--- src/rtl/spi_flash_rd.sv ---
// spi_flash_rd: SPI-flash READ (0x03) burst sequencer.
// It is the only master of an SPI byte-engine register port. For each burst it
// selects the device and shifts out the opcode, the 24-bit address and one dummy
// byte for every data byte. Each received byte goes out on a valid/ready port.
// It then deselects the device and pulses o_done.
module spi_flash_rd #(
   parameter logic [7:0] CMD       = 8'h03,
   parameter logic       SS_ACTIVE = 1'b0
) (
   input  logic        i_clk,
   input  logic        i_reset,
   input  logic        i_req,
   input  logic [23:0] i_addr,
   input  logic [15:0] i_len,
   output logic        o_busy,
   output logic        o_done,
   output logic [7:0]  o_rd_data,
   output logic        o_rd_valid,
   input  logic        i_rd_ready,
   output logic        o_spi_addr,
   output logic        o_spi_cs,
   output logic        o_spi_we,
   output logic [7:0]  o_spi_dat,
   input  logic [7:0]  i_spi_dat,
   input  logic        i_spi_irq
);

   typedef enum logic [2:0] {
      S_INIT,
      S_IDLE,
      S_SEL,
      S_SEND,
      S_WAIT,
      S_OUT,
      S_DESEL,
      S_DONE
   } state_t;

   state_t      state;
   logic [23:0] addr_q;
   logic [15:0] remaining;
   logic [2:0]  idx;       // 0 = opcode, 1..3 = address bytes, 4 = data phase (saturates)
   logic [7:0]  tx_byte;

   // Pick the byte to shift out for the current position in the burst.
   always_comb begin
      case (idx)
         3'd0:    tx_byte = CMD;
         3'd1:    tx_byte = addr_q[23:16];
         3'd2:    tx_byte = addr_q[15:8];
         3'd3:    tx_byte = addr_q[7:0];
         default: tx_byte = 8'h00;
      endcase
   end

   // Burst sequencer. Every output is registered and changes together with the state.
   always_ff @(posedge i_clk) begin
      // NOTE: the reset is synchronous, so it is only a priority branch inside the
      // clocked block. All state uses non-blocking assignments, so every register
      // sees the values from before the edge.
      if (i_reset) begin
         state      <= S_INIT;
         o_busy     <= 1'b1;
         o_done     <= 1'b0;
         o_rd_valid <= 1'b0;
         o_rd_data  <= 8'h00;
         o_spi_cs   <= 1'b0;
         o_spi_we   <= 1'b0;
         o_spi_addr <= 1'b1;
         o_spi_dat  <= 8'h00;
         addr_q     <= 24'h000000;
         remaining  <= 16'h0000;
         idx        <= 3'd0;
      end else begin
         // Strobes and the done pulse last one cycle. Register select rests on rx/tx.
         o_spi_cs   <= 1'b0;
         o_spi_we   <= 1'b0;
         o_spi_addr <= 1'b1;
         o_done     <= 1'b0;

         case (state)
            S_INIT: begin
               // Force the device deselected after any reset.
               o_spi_cs   <= 1'b1;
               o_spi_we   <= 1'b1;
               o_spi_addr <= 1'b0;
               o_spi_dat  <= {7'b0, ~SS_ACTIVE};
               o_busy     <= 1'b0;
               state      <= S_IDLE;
            end

            S_IDLE: begin
               if (i_req) begin
                  o_busy <= 1'b1;
                  if (i_len != 16'h0000) begin
                     addr_q    <= i_addr;
                     remaining <= i_len;
                     idx       <= 3'd0;
                     state     <= S_SEL;
                  end else begin
                     // An empty burst completes at once and makes no SPI traffic.
                     o_done <= 1'b1;
                     state  <= S_DONE;
                  end
               end
            end

            S_SEL: begin
               o_spi_cs   <= 1'b1;
               o_spi_we   <= 1'b1;
               o_spi_addr <= 1'b0;
               o_spi_dat  <= {7'b0, SS_ACTIVE};
               state      <= S_SEND;
            end

            S_SEND: begin
               o_spi_cs  <= 1'b1;
               o_spi_we  <= 1'b1;
               o_spi_dat <= tx_byte;
               state     <= S_WAIT;
            end

            S_WAIT: begin
               if (i_spi_irq) begin
                  if (idx < 3'd4) begin
                     // Header byte finished. Its rx data carries nothing and is dropped.
                     idx   <= idx + 3'd1;
                     state <= S_SEND;
                  end else begin
                     o_rd_data  <= i_spi_dat;
                     o_rd_valid <= 1'b1;
                     state      <= S_OUT;
                  end
               end
            end

            S_OUT: begin
               // The SPI engine stays idle until the consumer takes the byte.
               if (i_rd_ready) begin
                  o_rd_valid <= 1'b0;
                  remaining  <= remaining - 16'd1;
                  if (remaining == 16'd1) begin
                     state <= S_DESEL;
                  end else begin
                     state <= S_SEND;
                  end
               end
            end

            S_DESEL: begin
               o_spi_cs   <= 1'b1;
               o_spi_we   <= 1'b1;
               o_spi_addr <= 1'b0;
               o_spi_dat  <= {7'b0, ~SS_ACTIVE};
               o_done     <= 1'b1;
               state      <= S_DONE;
            end

            S_DONE: begin
               o_busy <= 1'b0;
               state  <= S_IDLE;
            end

            default: begin
               state <= S_INIT;
            end
         endcase
      end
   end

endmodule
--- config.mk ---
export PLATFORM = sky130hd
export DESIGN_NAME = spi_flash_rd
export DESIGN_NICKNAME = d
export VERILOG_FILES = /design/src/rtl/spi_flash_rd.sv
export SDC_FILE = /design/constraint.sdc
export NUM_CORES = 1
export LEC_CHECK = 0
export ABC_AREA = 1
export BUFFER_PORTS_ARGS = -buffer_cell sky130_fd_sc_hd__buf_4
export CAP_MARGIN = 0
export CORE_ASPECT_RATIO = 1.2
export CORE_UTILIZATION = 50
export DETAILED_ROUTE_END_ITERATION = 12
export PLACE_DENSITY_LB_ADDON = 0.15
export SLEW_MARGIN = 5
export SYNTH_ARGS = -nofsm -noshare
export SYNTH_HDL_FRONTEND = slang
export SYNTH_SLANG_ARGS = --single-unit
--- constraint.sdc ---
create_clock -name i_clk -period 2.1 [get_ports i_clk]
set_clock_uncertainty 0.15 [all_clocks]
set_input_delay 0.315 -clock i_clk [delete_from_list [all_inputs] [get_ports i_clk]]
set_output_delay 0.315 -clock i_clk [all_outputs]
set_load 0.05 [all_outputs]
# After elaboration in Yosys (flattened, before gate mapping)
# Cells that the tools add are included.
[word_totals]
reg_bits = 67
latchBits = 0
mem_bits_rw = 0
mem_bits_ro = 0
inputBits = 53
output_inout_bits = 22
wordCells = 80
mem_count = 0
[op_classes]
n_addsub = 2
mul = 0
div_mod_pow = 0
magnitude_cmp = 1
eq_ne = 17
shift = 0
muxes = 29
n_bitwise = 1
reduce_logical = 19
[ops]
columns = ["op", "n"]
rows = [
  ["$mux W16", 3],
  ["$pmux W16 S2", 1],
  ["$pmux W8 S4", 1],
  ["$mux W3", 10],
  ["$pmux W8 S3", 1],
  ["$pmux W3 S7", 1],
  ["$eq A16 B1 Y1 const B", 1],
  ["$reduce_bool A16 Y1", 1],
  ["$sub A16 B1 Y16 const B", 1],
  ["$eq A3 B2 Y1 const B", 4],
  ["$eq A3 B3 Y1 const B", 4],
  ["$ne A2 B2 Y1 const B", 6],
  ["$reduce_and A3 Y1", 3],
  ["$mux W1", 8],
  ["$reduce_and A4 Y1", 2],
  ["$reduce_bool A2 Y1", 4],
  ["$eq A3 B1 Y1 const B", 2],
  ["$logic_not A3 Y1", 2],
  ["$pmux W1 S2", 3],
  ["$pmux W3 S2", 1],
  ["$reduce_and A5 Y1", 1],
  ["$reduce_or A2 Y1", 2],
  ["$reduce_or A4 Y1", 1],
  ["$add A3 B1 Y3 const B", 1],
  ["5 further kinds", 5],
]

# Depth between registers and ports, before layout
# Gate-level depths: netlist (run 1).
[depth]
depth_word = 4
mapped_depth = 11
mapped_depth_nobuf = 10

# Worst setup path before layout (run 1)
# No wires, ideal clock.
[synth_path]
path_kind = "input to register"
from = "input port i_len[15]"
to = "register remaining[4]"
setup_time_ps = 128
arrival_ps = 1366
required_time_ps = 1822
setup_slack_ps = 457
cell_stages = 9
n_path_buf = 1
path_cell_list = "nor2_1 > nand2_1 > nor2_1 > nand3_4 > nand2_4 > inv_2 > buf_6 > o21ai_2 > nor2_1"
[synth_via]
elab_chain_len = 3
[synth_rtl]
columns = ["item", "line", "rtl"]
rows = [
  ["start, declared", "14", "input logic [15:0] i_len,"],
  ["$reduce_bool A16 Y1", "95", "if (i_len != 16'h0000) begin"],
  ["$ne A2 B2 Y1 (no source line)", "-", ""],
  ["$reduce_and A4 Y1 (no source line)", "-", ""],
  ["end signal, assigned", "97", "remaining <= i_len;"],
  ["end signal, assigned", "141", "remaining <= remaining - 16'd1;"],
  ["end, declared", "41", "logic [15:0] remaining;"],
]
# No other way between the ends.
# A chain may end at the register's enable or synchronous reset.

# Worst setup path in the final report (run 1)
[layout_path]
from = "register state[0]"
to = "register remaining[4]"
[layout_via]
elab_chain_len = 3
word_cells_on_any_way = 8
cone_classes = "5 x eq/ne; 1 x mux; 2 x reduce/logical"
[layout_rtl]
columns = ["item", "line", "rtl"]
rows = [
  ["start, declared", "39", "state_t state;"],
  ["start signal, assigned", "62", "state <= S_INIT;"],
  ["start signal, assigned", "89", "state <= S_IDLE;"],
  ["start signal, assigned", "99", "state <= S_SEL;"],
  ["$eq A3 B1 Y1 / $eq A3 B3 Y1 (equally long branches)", "81", "case (state)"],
  ["$ne A2 B2 Y1 (no source line) / $reduce_bool A2 Y1 (equally long branches)", "-", ""],
  ["$reduce_and A4 Y1 (no source line)", "-", ""],
]
# Parallel ways exist; a longest one is shown, timed or not.

==> run metrics, run 1 <==
gr usage total=25.2%; static leakage=0.00200 µW; detailed-route DRC error count=0; Pins Over Slew Limit=0; fillers=650; Detailed Routing Iterations Pass 1=4; slew of the pin with the lowest slew margin=0.709 ns; R2R cell count=9; pwr dens=910 nW/µm²; Slew headroom=52.7%; Synth top area share=39.1%; FF-to-FF Start=state[0]; IO Count=75; min Tclk post-route=1.87 ns; crit-path max FO=18; Post-synth EDFFs=0; vias=3488; hold path depth=3; R2R Path End=remaining[4]; Top FF cell, synth=dfxtp_1; Die W=77.7 µm; worst hold-check path type=in -> reg; Worst Path Arrival=1.95 ns; largest area contributor in the netlist=dfxtp_1; row cnt=32; final wirelength=8460 µm; R2R setup slack=0.23 ns; DR iter-0 viols=154; Fmax achieved=534 MHz; setup TNS=0 ns; DP HPWL=6290 µm; GPL Wtd Cong=0.909; first-pass GRT wire length=14300 µm; crit-path max cell delay=0.44 ns; core area=6530 µm²; Final nets=658; critical path type=reg -> reg; data required time of the worst path=2.18 ns; Initial Util=52.6%; CTS Buf Count=9; Post-Syn Instances=521; clk buf depth=2; via density per instance=5.08; Synth Cell Area=3430 µm²; Root Driver=clkbuf_8; H-tree depth=3; hold endpoint=addr_q[14]; Tcrit/Tclk final=89.2%; Post-Syn Nets=581; ANT nets after route=0; outcome=finished clean; largest net degree at the start of global routing=39; Worst VDD drop=0.556 mV; final global-route overflow total=0; # resized after CTS=0; clock-pin slew on the worst setup and hold paths=0.07 ns; Overall Power=3870 µW; Area contributors post-synth=dfxtp_1 (39%), nand2_1 (14%), nor2_1 (11%); mean cell area of the mapped netlist=6.59 µm²; hold buffer count at cts=0; Maximum Capacitance Violations=0; RSZ-0062 raised after global routing=false; Synth Warn #=0; HP Start=i_addr[14]; Die Ht=92.8 µm; ys async rst share=0%; clock latency on the worst-skew pair=0.34 ns; DR WL/cell=12.3 µm; full die area=7210 µm²; CTS tree=done; Layout area overhead=24.0%; setup bufs post-CTS=0; I/O Buffers=74; Hold Vio Cnt, Final=0; initial antenna violation count=0; n_diodes=0; Crit-path slowest cell=dfxtp_1; synth unique cells=30; crit path launch type=flop; CP endpoint kind=flop; # setup viols final=0; Sink Count=67; share of cells above drive strength 1=19.3%; vias in the first global route=3358; post-synthesis sequential area ratio=39.1%; synthesized flop and latch total=67; cell chain of the critical path=inv_2 > nor2_4 > nand2_4 > o21ai_4 > nand2_4 > inv_2 > nand2_1 > o21ai_2 > nor2_1
## metal layers
layer	vias to the layer above	part of all wire [%]	global-route usage, %	routed length, µm
met5	-	0	0	0
met2	91	52	48.2	4420
li1	1804	-	-	-
met4	0	2.7	12.1	225
met1	1574	40	26.5	3420
met3	19	4.6	4.04	385
## cells in the mapped netlist (2+ instances only)
cell	count
o21ai_2	3
nand4_1	8
inv_2	2
nor2_1	105
nand2_1	132
o21ai_0	43
nand2_4	3
ha_1	7
or2_2	3
a21oi_1	35
buf_4	5
nand3_1	31
inv_1	48
clkbuf_1	7
dfxtp_1	67
nor2_4	2
o21ai_1	3
buf_2	3
buf_6	3
## per-stage QoR
| stage | hold WS, ns | setup slack [ns] | area, µm² | util [%] | instances |
|---|---|---|---|---|---|
| after floorplan | 0.237 | 0.457 | 3430 | - | 521 |
| after global placement | 0.283 | 0.202 | 4080 | 62.4 | 672 |
| after detailed placement | 0.289 | 0.169 | 4080 | 62.4 | 672 |
| after CTS | 0.0355 | 0.225 | 4260 | 65.2 | 687 |
| after global routing | 0.0572 | 0.0412 | 4260 | 65.2 | 687 |
| final | 0.0450 | 0.226 | 4260 | 65.2 | 687 |
## critical path, delay by kind of cell, from the launching register on
family / cells / cell delay [ns]
buffers and inverters: 2 / 0.34
and+or+nand+nor: 5 / 0.56
AOI/OAI and AO/OA: 2 / 0.26
DFF: 1 / 0.44
## cell usage in the layout (no fill, tap or decap), drive strengths merged
master    instances
buf              85
dfxtp            67
nand2           136
clkinvlp          2
o21bai            1
o211ai            1
xor2              1
a41oi             1
o21ai            50
or2               3
o22ai             1
nand4             8
nor3              1
nand3            32
ha                7
bufinv            1
clkbuf           10
inv              50
a21oi            36
clkinv            2
nor2            107
## cells by family (layout without fill, tap and decap cells)
kind of cell    Yosys count  count (layout)  synth area share [%]
compound gates           90              90                  14.4
xor+xnor                  1               1                 0.255
fa+ha+maj                 7               7                  2.55
buf+inv                  69             150                  8.85
flops                    67              67                  39.1
simple gates            287             287                  34.9
## sequential cells by signal, indices dropped and copies added (netlist names)
register and flops:
idx 3, addr_q 24, o_rd_data 8, o_spi_dat 8, o_busy 1, o_spi_we 1
o_rd_valid 1, remaining 16, o_spi_addr 1, o_done 1, state 3
## worst max path at each step
| stage | start | to |
|---|---|---|
| floorplan | i_len[15] | remaining[4] |
| global placement | i_len[4] | addr_q[22] |
| detailed placement | i_len[4] | addr_q[7] |
| CTS | state[0] | remaining[3] |
| global route | state[0] | remaining[11] |
| finish | state[0] | remaining[4] |
## power by group
part	internal, µW	switching [µW]
Combinational	457	837
Clock	538	480
Sequential	1430	128
Total	2430	1440
## area by class of cell
cell class / count / area, µm² / area share, %
Tap cell: 85 / 106 / 2.50
Clock inverter: 5 / 55.1 / 1.29
Clock buffer: 10 / 128 / 3.00
Inverter: 50 / 188 / 4.41
Sequential cell: 67 / 1340 / 31.5
Multi-Input combinational cell: 385 / 1790 / 42.0
Timing Repair Buffer: 85 / 651 / 15.3
Note: power is estimated with default switching activity, not from simulation.
==> run 2: changes to the inputs <==
CORE_ASPECT_RATIO = not set   (was 1.2)
==> run 2 against run 1 <==
Net effect: the run now ends with design-rule violations left; sequential cell count is the same; clock power shrank 6%; sequential share of layout area increased by 0.084 points; final cell count is 0.73% lower; worst setup slack improved by 0.012 ns; count of clock-buffer cells in the layout did not move; total power shrank 1.3%; critical path depth increased by 1; fmax increased by 0.65%; combinational power about the same; largest cell class unchanged.
==> run metrics, run 2 (synthesis gave the netlist of run 1 again) <==
Switching Fraction=38.6% (+1.3 points); # setup viols final=0 (unchanged); clock-pin slew on the worst setup and hold paths=0.08 ns (about the same); IO Count=75 (unchanged); full die area=7200 µm² (about the same); initial antenna violation count=0 (unchanged); RSZ-0062 raised after global routing=false; CP endpoint kind=flop; Sink Count=67 (unchanged); most frequent cells in the layout=nand2_1 (132), nor2_1 (105), buf_4 (87); slew of the pin with the lowest slew margin=0.714 ns (+0.00556 ns); core area=6490 µm² (-0.48%); Slew headroom=52.3% (-0.37 points); Comb power frac=33.9% (+0.5 points); Pins Over Slew Limit=0 (unchanged); ANT nets after route=0 (unchanged); hold buffer count at cts=0 (unchanged); I/O Buffers=74 (unchanged); n_diodes=0 (unchanged); failing checks=design-rule violations; Top reg by flops=addr_q; Post-Place Cells=666 (-0.89%); via density per instance=5.15 (+1.3%); outcome=finished with violations; share of power burned in registers=41.0% (+0.7 points); share of cells above drive strength 1=19.8% (+0.57 points); Fmax achieved=537 MHz (+0.65%); CTS Buf Count=9 (unchanged); final wirelength=8560 µm (+1.3%); crit-path max FO=18 (unchanged); Hold Slack=0.0382 ns (-0.00683 ns); Largest register FFs=24 (unchanged); Setup Slack @ Placement=0.203 ns (+0.0344 ns); static leakage=0.00200 µW (about the same); Worst VDD drop=0.550 mV (-1.1%); Hold Vio Cnt, Final=0 (unchanged); cell chain of the critical path=inv_1 > nand2_2 > nor2_4 > nand2_4 > o21ai_4 > nand2_4 > inv_2 > nand2_1 > o21ai_2 > nor2_1; DR iter-0 viols=117 (-24%); H-tree depth=3 (unchanged); vias=3509 (+0.60%); final global-route overflow total=0 (unchanged); Worst path most repeated cell=nand2_4; worst setup margin=0.239 ns (+0.0121 ns); critical path type=reg -> reg; registers with the most flip-flops=addr_q x24, remaining x16; # resized after CTS=0 (unchanged); Worst Path Arrival=1.93 ns (-0.02 ns); sw power=1470 µW (+2.1%); gr usage total=25.8% (+0.53 points); detailed-route DRC error count=4 (+4); DR WL/cell=12.6 µm (+2.0%); CTS tree=done; vias in the first global route=3480 (+3.6%); Layout area overhead=23.6%; fin cells=682 (-0.73%); Initial Util=52.9% (+0.25 points); clock latency on the worst-skew pair=0.34 ns (about the same); GPL Wtd Cong=0.888 (-2.2%); worst hold-check path type=in -> reg; setup bufs post-CTS=0 (unchanged); Die Ht=84.9 µm (-8.5%); DP HPWL=6260 µm (-0.47%); pwr dens=900 nW/µm² (-1.1%); setup TNS=0 ns (unchanged); crit-path max cell delay=0.36 ns (-0.08 ns); clock share of power=25.2% (-1.1 points); most common cell after layout, fill and taps aside=nand2_1; clk buf depth=2 (unchanged); min Tclk post-route=1.86 ns (-0.0121 ns); Core Util, Final=65.4% (+0.14 points); Final nets=660 (+0.30%); largest net degree at the start of global routing=25 (-36%); Crit-path slowest cell=dfxtp_1; row cnt=29 (-9.4%); Root Driver=clkbuf_8; Tcrit/Tclk final=88.6% (-0.58 points); Detailed Routing Iterations Pass 1=11 (+7); crit path launch type=flop; Maximum Capacitance Violations=0 (unchanged); first-pass GRT wire length=14900 µm (+3.9%); data required time of the worst path=2.17 ns (about the same); Die W=84.9 µm (+9.3%); Int Pwr=2350 µW (-3.4%)
[run 2: cell types whose count changed in the layout (fill, tap and decap cells not counted), sizes merged]
cell,delta
buf,+2
clkinvlp,+1
clkinv,+1
bufinv,-1
[run 2: layout make-up]
| class | count | area [µm²] |
|---|---|---|
| Clock buffer | 10 | 138 |
| Clock inverter | 6 | 41.3 |
| Inverter | 50 | 188 |
| Tap cell | 77 | 96.3 |
| Timing Repair Buffer | 87 | 653 |
| Fill cell | 631 | 2250 |
| Multi-Input combinational cell | 385 | 1790 |
| Sequential cell | 67 | 1340 |
[run 2: worst paths after layout]
kind	slack [ns]	startpoint	end	cells past startpoint
min reg2reg	0.30	o_rd_data[7]	o_rd_data[7]	2
min	0.04	i_addr[7]	addr_q[7]	3
max	0.24	state[1]	remaining[4]	10
max reg2reg	0.24	state[1]	remaining[4]	10
[run 2: stage by stage]
step | power, µW | area, µm²
6_report | 3820 | 4250
5_1_grt | 4100 | 4250
4_1_cts | 3840 | 4250
3_5_place_dp | 2870 | 4070
3_3_place_gp | 2850 | 4070
2_1_floorplan | 2520 | 3430
[run 2: routing by layer]
metal / up-vias / global-route usage (%) / part of all wire, %
met5: - / 0 / 0
li1: 1819 / - / -
met1: 1572 / 28.9 / 42
met3: 24 / 6.23 / 5.4
met2: 94 / 46.3 / 50
met4: 0 / 11.7 / 3.1
[run 2: power by group through the flow]
stage / clock (µW) / sequential, µW / combinational, µW
6_report: 962 / 1570 / 1300
2_1_floorplan: 0 / 1630 / 891
3_5_place_dp: 0 / 1590 / 1280
5_1_grt: 1040 / 1580 / 1470
4_1_cts: 980 / 1560 / 1290
3_3_place_gp: 0 / 1590 / 1260
[run 2: critical path, delay by kind of cell, from the launching register on]
kind | cells | cell delay (ns)
flip-flops | 1 | 0.36
buffers and inverters | 2 | 0.35
AO/OA/AOI/OAI | 2 | 0.16
AND/OR/NAND/NOR | 6 | 0.70
